### src/rtl/lsu_pkg.sv
// Shared types and constants for the data-memory access sequencer.
package lsu_pkg;

    localparam int unsigned XLEN = 32;

    typedef enum logic [2:0] {
        ST_IDLE,
        ST_REQ,
        ST_WAIT,
        ST_DONE,
        ST_FAULT
    } state_e;

    localparam logic [1:0] SZ_B   = 2'b00;
    localparam logic [1:0] SZ_H   = 2'b01;
    localparam logic [1:0] SZ_W   = 2'b10;
    localparam logic [1:0] SZ_ILL = 2'b11;

    localparam logic [1:0] FC_MISALIGN = 2'b01;
    localparam logic [1:0] FC_TIMEOUT  = 2'b10;
    localparam logic [1:0] FC_ILLEGAL  = 2'b11;

    function automatic logic is_misaligned(input logic [1:0] size, input logic [1:0] off);
        return ((size == SZ_H) && off[0]) || ((size == SZ_W) && (off != 2'b00));
    endfunction

endpackage

### src/rtl/lsu_align.sv
// Byte-lane steering: store mask/replication and load extraction/extension.
module lsu_align
    import lsu_pkg::*;
(
    input  logic [1:0]      st_size_i,
    input  logic [1:0]      st_off_i,
    input  logic [XLEN-1:0] st_data_i,
    output logic [3:0]      mask_o,
    output logic [XLEN-1:0] wdata_o,
    input  logic [1:0]      ld_size_i,
    input  logic [1:0]      ld_off_i,
    input  logic            ld_unsigned_i,
    input  logic [XLEN-1:0] rdata_i,
    output logic [XLEN-1:0] ld_data_o
);

    logic [XLEN-1:0] shifted;

    always_comb begin
        mask_o  = 4'b0000;
        wdata_o = st_data_i;
        unique case (st_size_i)
            SZ_B: begin
                mask_o  = 4'b0001 << st_off_i;
                wdata_o = {4{st_data_i[7:0]}};
            end
            SZ_H: begin
                mask_o  = 4'b0011 << {st_off_i[1], 1'b0};
                wdata_o = {2{st_data_i[15:0]}};
            end
            SZ_W:    mask_o = 4'b1111;
            default: mask_o = 4'b0000;
        endcase
    end

    // Word accesses are always aligned, so the shift is a no-op for them.
    always_comb begin
        shifted   = rdata_i >> {ld_off_i, 3'b000};
        ld_data_o = shifted;
        unique case (ld_size_i)
            SZ_B: ld_data_o = ld_unsigned_i ? {24'b0, shifted[7:0]}
                                            : {{24{shifted[7]}}, shifted[7:0]};
            SZ_H: ld_data_o = ld_unsigned_i ? {16'b0, shifted[15:0]}
                                            : {{16{shifted[15]}}, shifted[15:0]};
            default: ld_data_o = shifted;
        endcase
    end

endmodule

### src/rtl/dmem_access_ctrl.sv
// Load/store sequencer: turns execute-stage intent into a req/gnt/rvalid
// memory transaction, stalling the PC until the access completes or faults.
module dmem_access_ctrl
    import lsu_pkg::*;
#(
    parameter int unsigned TIMEOUT_CYCLES = 16
) (
    input  logic            clk,
    input  logic            rst,
    input  logic            ex_load,
    input  logic            ex_store,
    input  logic [XLEN-1:0] ex_addr,
    input  logic [1:0]      ex_size,
    input  logic            ex_unsigned,
    input  logic [XLEN-1:0] ex_wdata,
    output logic            dmem_req,
    output logic            dmem_we,
    output logic [XLEN-1:0] dmem_addr,
    output logic [XLEN-1:0] dmem_wdata,
    output logic [3:0]      dmem_mask,
    input  logic            dmem_gnt,
    input  logic            dmem_rvalid,
    input  logic [XLEN-1:0] dmem_rdata,
    output logic [XLEN-1:0] load_data,
    output logic            load_valid,
    output logic            pc_hold,
    output logic            fault,
    output logic [1:0]      fault_cause
);

    localparam int unsigned CW = $clog2(TIMEOUT_CYCLES);

    state_e          state_q;
    logic [CW-1:0]   cnt_q;
    logic [1:0]      size_q;
    logic [1:0]      off_q;
    logic            uns_q;

    logic [3:0]      mask_d;
    logic [XLEN-1:0] wdata_d;
    logic [XLEN-1:0] ld_data_d;
    logic            start_d;
    logic            busy_d;
    logic            resp_d;
    logic            timeout_d;

    lsu_align u_align (
        .st_size_i     (ex_size),
        .st_off_i      (ex_addr[1:0]),
        .st_data_i     (ex_wdata),
        .mask_o        (mask_d),
        .wdata_o       (wdata_d),
        .ld_size_i     (size_q),
        .ld_off_i      (off_q),
        .ld_unsigned_i (uns_q),
        .rdata_i       (dmem_rdata),
        .ld_data_o     (ld_data_d)
    );

    assign start_d   = ex_load | ex_store;
    assign busy_d    = (state_q == ST_REQ) || (state_q == ST_WAIT);
    assign resp_d    = ((state_q == ST_REQ) && dmem_gnt && dmem_rvalid)
                    || ((state_q == ST_WAIT) && dmem_rvalid);
    assign timeout_d = busy_d && (cnt_q == CW'(TIMEOUT_CYCLES - 1));
    assign pc_hold   = ((state_q == ST_IDLE) && start_d) || busy_d;

    always_ff @(posedge clk or posedge rst) begin
        if (rst) begin
            state_q     <= ST_IDLE;
            cnt_q       <= '0;
            size_q      <= SZ_B;
            off_q       <= 2'b00;
            uns_q       <= 1'b0;
            dmem_req    <= 1'b0;
            dmem_we     <= 1'b0;
            dmem_addr   <= '0;
            dmem_wdata  <= '0;
            dmem_mask   <= 4'b0000;
            load_data   <= '0;
            load_valid  <= 1'b0;
            fault       <= 1'b0;
            fault_cause <= 2'b00;
        end else begin
            load_valid <= 1'b0;
            fault      <= 1'b0;
            unique case (state_q)
                ST_IDLE: begin
                    if (start_d) begin
                        if (ex_size == SZ_ILL) begin
                            state_q     <= ST_FAULT;
                            fault       <= 1'b1;
                            fault_cause <= FC_ILLEGAL;
                        end else if (is_misaligned(ex_size, ex_addr[1:0])) begin
                            state_q     <= ST_FAULT;
                            fault       <= 1'b1;
                            fault_cause <= FC_MISALIGN;
                        end else begin
                            state_q    <= ST_REQ;
                            cnt_q      <= '0;
                            size_q     <= ex_size;
                            off_q      <= ex_addr[1:0];
                            uns_q      <= ex_unsigned;
                            dmem_req   <= 1'b1;
                            dmem_we    <= ex_store;
                            dmem_addr  <= {ex_addr[XLEN-1:2], 2'b00};
                            dmem_wdata <= wdata_d;
                            dmem_mask  <= mask_d;
                        end
                    end
                end
                // Timeout wins over a response arriving in the same cycle.
                ST_REQ, ST_WAIT: begin
                    cnt_q <= cnt_q + CW'(1);
                    if (timeout_d) begin
                        state_q     <= ST_FAULT;
                        dmem_req    <= 1'b0;
                        fault       <= 1'b1;
                        fault_cause <= FC_TIMEOUT;
                    end else if (resp_d) begin
                        state_q    <= ST_DONE;
                        dmem_req   <= 1'b0;
                        load_valid <= ~dmem_we;
                        if (!dmem_we) begin
                            load_data <= ld_data_d;
                        end
                    end else if ((state_q == ST_REQ) && dmem_gnt) begin
                        state_q  <= ST_WAIT;
                        dmem_req <= 1'b0;
                    end
                end
                ST_DONE:  state_q <= ST_IDLE;
                ST_FAULT: state_q <= ST_IDLE;
                default:  state_q <= ST_IDLE;
            endcase
        end
    end

endmodule

### config.mk
export PLATFORM = sky130hd
export DESIGN_NAME = dmem_access_ctrl
export DESIGN_NICKNAME = d
export VERILOG_FILES = /design/src/rtl/lsu_pkg.sv /design/src/rtl/lsu_align.sv /design/src/rtl/dmem_access_ctrl.sv
export SDC_FILE = /design/constraint.sdc
export NUM_CORES = 1
export LEC_CHECK = 0
export BUFFER_PORTS_ARGS = -buffer_cell sky130_fd_sc_hd__buf_2
export CORE_MARGIN = 1
export CORE_UTILIZATION = 51
export CTS_BUF_LIST = sky130_fd_sc_hd__clkbuf_2 sky130_fd_sc_hd__clkbuf_4 sky130_fd_sc_hd__clkbuf_8
export DETAILED_ROUTE_END_ITERATION = 7
export GPL_ROUTABILITY_DRIVEN = 0
export PLACE_DENSITY = 0.83
export SLEW_MARGIN = 10
export SYNTH_ARGS = -nofsm -noshare
export SYNTH_HDL_FRONTEND = slang
export SYNTH_SLANG_ARGS = --single-unit
### constraint.sdc
create_clock -name clk -period 3.6 [get_ports clk]
set_clock_uncertainty 0.05 [all_clocks]
set_input_delay 0 -clock clk [delete_from_list [all_inputs] [get_ports clk]]
set_output_delay 0 -clock clk [all_outputs]
set_load 0.01 [all_outputs]
==> run_results.csv <==
group,metric,value,unit
timing,post-route-period-util,66.56,%
setup_path,crit_fanout,25,
synth,async_reset_ff_share,100.0,%
worst_hold_path,worstHoldEndpoint,"load_data[7]",
setup_path,r2r_start,"state_q[2]",
timing,setup_tns,0,ns
setup_path,start_kind,"flop",
setup_path,crit_chain,"or3b_1 > a211oi_4 > buf_4 > buf_4 > nor2_1 > a31oi_1",
global_routing,grt_max_degree,70,
clock_tree,cts_sinks,116,
synth,yosys.area.top_type_share,52.84,%
global_routing,grt_pass1_wl,27420,um
clock_tree,clk_path_buf_depth,2,
cells_and_area,final_nets,904,
cells_and_area,n_antenna_cell,0,
synth,yosys-top-cells-area,"dfrtp_1 53%, mux2i_1 7.5%, mux2_1 7.2%",
clock_tree,numCtsBuffers,17,
synth,synth.cell_area,0.005494,mm2
worst_hold_path,hp-class,"in2reg",
timing,finalSetupViolations,0,
die,die_x,105.8,um
drt,drt-initial-drc-count,458,
status,status,"finished clean",
drt,drtAntennaViolNets,0,
power,p_leak,0.003832,uW
global_routing,grt_pass1_vias,5506,
setup_path,max_stage_delay,0.48,ns
synth,synth-edff-count,0,
synth,synth_cell_types,48,
placed_design,hpwl,10250,um
run,max_cap_violations,0,
drt,num_vias,5263,
clock_tree,cts_resized,0,
die,die_height,105.8,um
synth,ys_seq_elements,116,
synth,ys_seq_area_share,52.84,%
setup_path,cp_slowest_cell,"dfrtp_1",
worst_hold_path,hold_depth,3,
setup_path,r2r_end,"load_data[20]",
timing,tightest_slew,0.9576,ns
die,io_pins,212,
synth,synth_common_cells,"116 x dfrtp_1, 57 x nand2_1, 46 x nor2_1",
drt,routed_wl,17460,um
global_routing,grt-ovfl-total,0,
drt,dr.pass1.iters,5,
synth,synth.avg_cell_area,10.92,um2
clock_tree,tritoncts,"built",
timing,fmax,0.4174,GHz
placed_design,port_buffers,209,
timing,layout_min_cycle_time,2.396,ns
timing,hold_viol,0,
clock_tree,root_buffer,"clkbuf_8",
power,peakVddDrop,458.0,uV
drt,drc,0,
global_routing,antenna_found_initial,0,
clock_tree,clk_pin_slew,0.07,ns
worst_hold_path,hold_start,"dmem_rdata[7]",
die,core-area,0.01037,mm2
die,start_util,52.98,%
setup_path,r2r_cells,6,
timing,grt_setup_unrepaired,"false",
timing,drv_slew,0,
global_routing,grt_usage,32.10,%
power,power_density,817.4,mW/mm2
timing,relSlewSlack,35.92,%
setup_path,end_kind,"flop",
synth,postSynthCellCount,503,
drt,avgViaCountPerCell,5.558,
drt,avgRoutedWirePerCell,18.44,um
clock_tree,clk-insertion-delay-late,0.43,ns
setup_path,worstSetupPathType,"reg2reg",
synth,yosysWarnings,0,
synth,synth_ff_type,"dfrtp_1",
setup_path,arrival,2.68,ns
power,total_power,6534,uW
synth,yosys.area.top_type,"dfrtp_1",
cells_and_area,area_growth,45.50,%
clock_tree,cts_max_level,4,
synth,post-synth-top-count-cell,"dfrtp_1",
cells_and_area,drive_above_1_share,35.14,%
setup_path,reg2reg_slack,1.20,ns
setup_path,crit_required,3.89,ns
setup_path,critPathMostFrequentCell,"buf_4",
die,dieArea,0.01119,mm2
die,row_count,37,
## how the worst max path moves through the flow
stage | startpoint | endpoint | slack (ns)
CTS | state_q[2] | load_data[20] | 1.21
global route | state_q[2] | load_data[30] | 1.07
floorplan | rst | cnt_q[0] | 0.48
finish | state_q[2] | load_data[20] | 1.20
detailed placement | state_q[2] | load_data[20] | 1.23
global placement | state_q[2] | load_data[25] | 1.34
## worst max-delay path, delay by kind of cell, from the launching register on
kind,cells,cell delay [ns]
compound gates,2,0.64
buf+inv,2,0.61
flops,1,0.48
simple gates,2,0.53
## logic make-up after synthesis
kind of cell / count (synthesis) / share of synthesized area [%]
other cells: 1 / 0.06826
fa+ha+maj: 1 / 0.2277
buf+inv: 41 / 3.803
mux: 102 / 20.18
flops: 116 / 52.84
xor+xnor: 4 / 0.6378
compound gates: 96 / 10.59
simple gates: 142 / 11.66
## final cells by class
type | instances | area, um2
Tap cell | 136 | 170.2
Timing Repair Buffer | 314 | 2074
Clock buffer | 19 | 249.0
Inverter | 2 | 10.01
Multi-Input combinational cell | 347 | 2404
Clock inverter | 13 | 183.9
Sequential cell | 116 | 2903
Fill cell | 608 | 2376
## registers in the layout, indices dropped and copies added (netlist names)
name	count
off_q	2
uns_q	1
fault_cause	2
dmem_wdata	32
size_q	2
dmem_addr	30
load_valid	1
dmem_we	1
dmem_mask	4
dmem_req	1
state_q	3
fault	1
cnt_q	4
load_data	32
## metrics by stage
step	cell area [um2]	utilization, %	worst slack [ns]	instances	hold WS [ns]
global placement	6600	63.65	1.342	819	0.1281
finish	7994	77.09	1.204	947	0.01539
global route	7994	77.09	1.073	947	0.02863
detailed placement	6600	63.65	1.232	819	0.1374
CTS	7994	77.09	1.205	947	0.005181
floorplan	5498	-	0.4776	504	0.08168
## report_power, final
| part | leakage (uW) | internal [uW] | switching [uW] | total, uW |
|---|---|---|---|---|
| sequential | 0.00139 | 1950 | 462 | 2410 |
| clock | 0.000212 | 768 | 559 | 1330 |
| combinational | 0.00223 | 1270 | 1520 | 2800 |
## per-layer routing
metal | vias to the layer above | GRT usage (%) | part of all wire, %
met1 | 2534 | 36.31 | 36
li1 | 2361 | - | -
met2 | 315 | 56.16 | 53
met3 | 53 | 7.978 | 7.4
met5 | - | 0 | 0
met4 | 0 | 16.17 | 3.7
## placed cells by master (no fill, tap or decap), types with 4 or more instances in the layout
| cell | netlist | layout |
|---|---|---|
| a21oi_1 | 19 | 19 |
| a31oi_1 | 16 | 16 |
| and2_1 | 6 | 6 |
| buf_2 | 14 | 209 |
| buf_4 | 8 | 9 |
| bufinv_16 | 0 | 4 |
| clkbuf_8 | 0 | 17 |
| dfrtp_1 | 116 | 116 |
| dlygate4sd3_1 | 0 | 96 |
| mux2_1 | 35 | 35 |
| mux2_2 | 25 | 25 |
| mux2i_1 | 41 | 41 |
| nand2_1 | 57 | 57 |
| nand3_1 | 4 | 4 |
| nor2_1 | 46 | 46 |
| nor2b_1 | 6 | 6 |
| o21ai_0 | 41 | 41 |
## what timing repair did
item	4_1_cts	5_1_grt
endpoints found under the hold margin	149	0
buffers inserted	0	0
hold buffers	96	0
No activity file was read; power rests on OpenSTA's default activity.
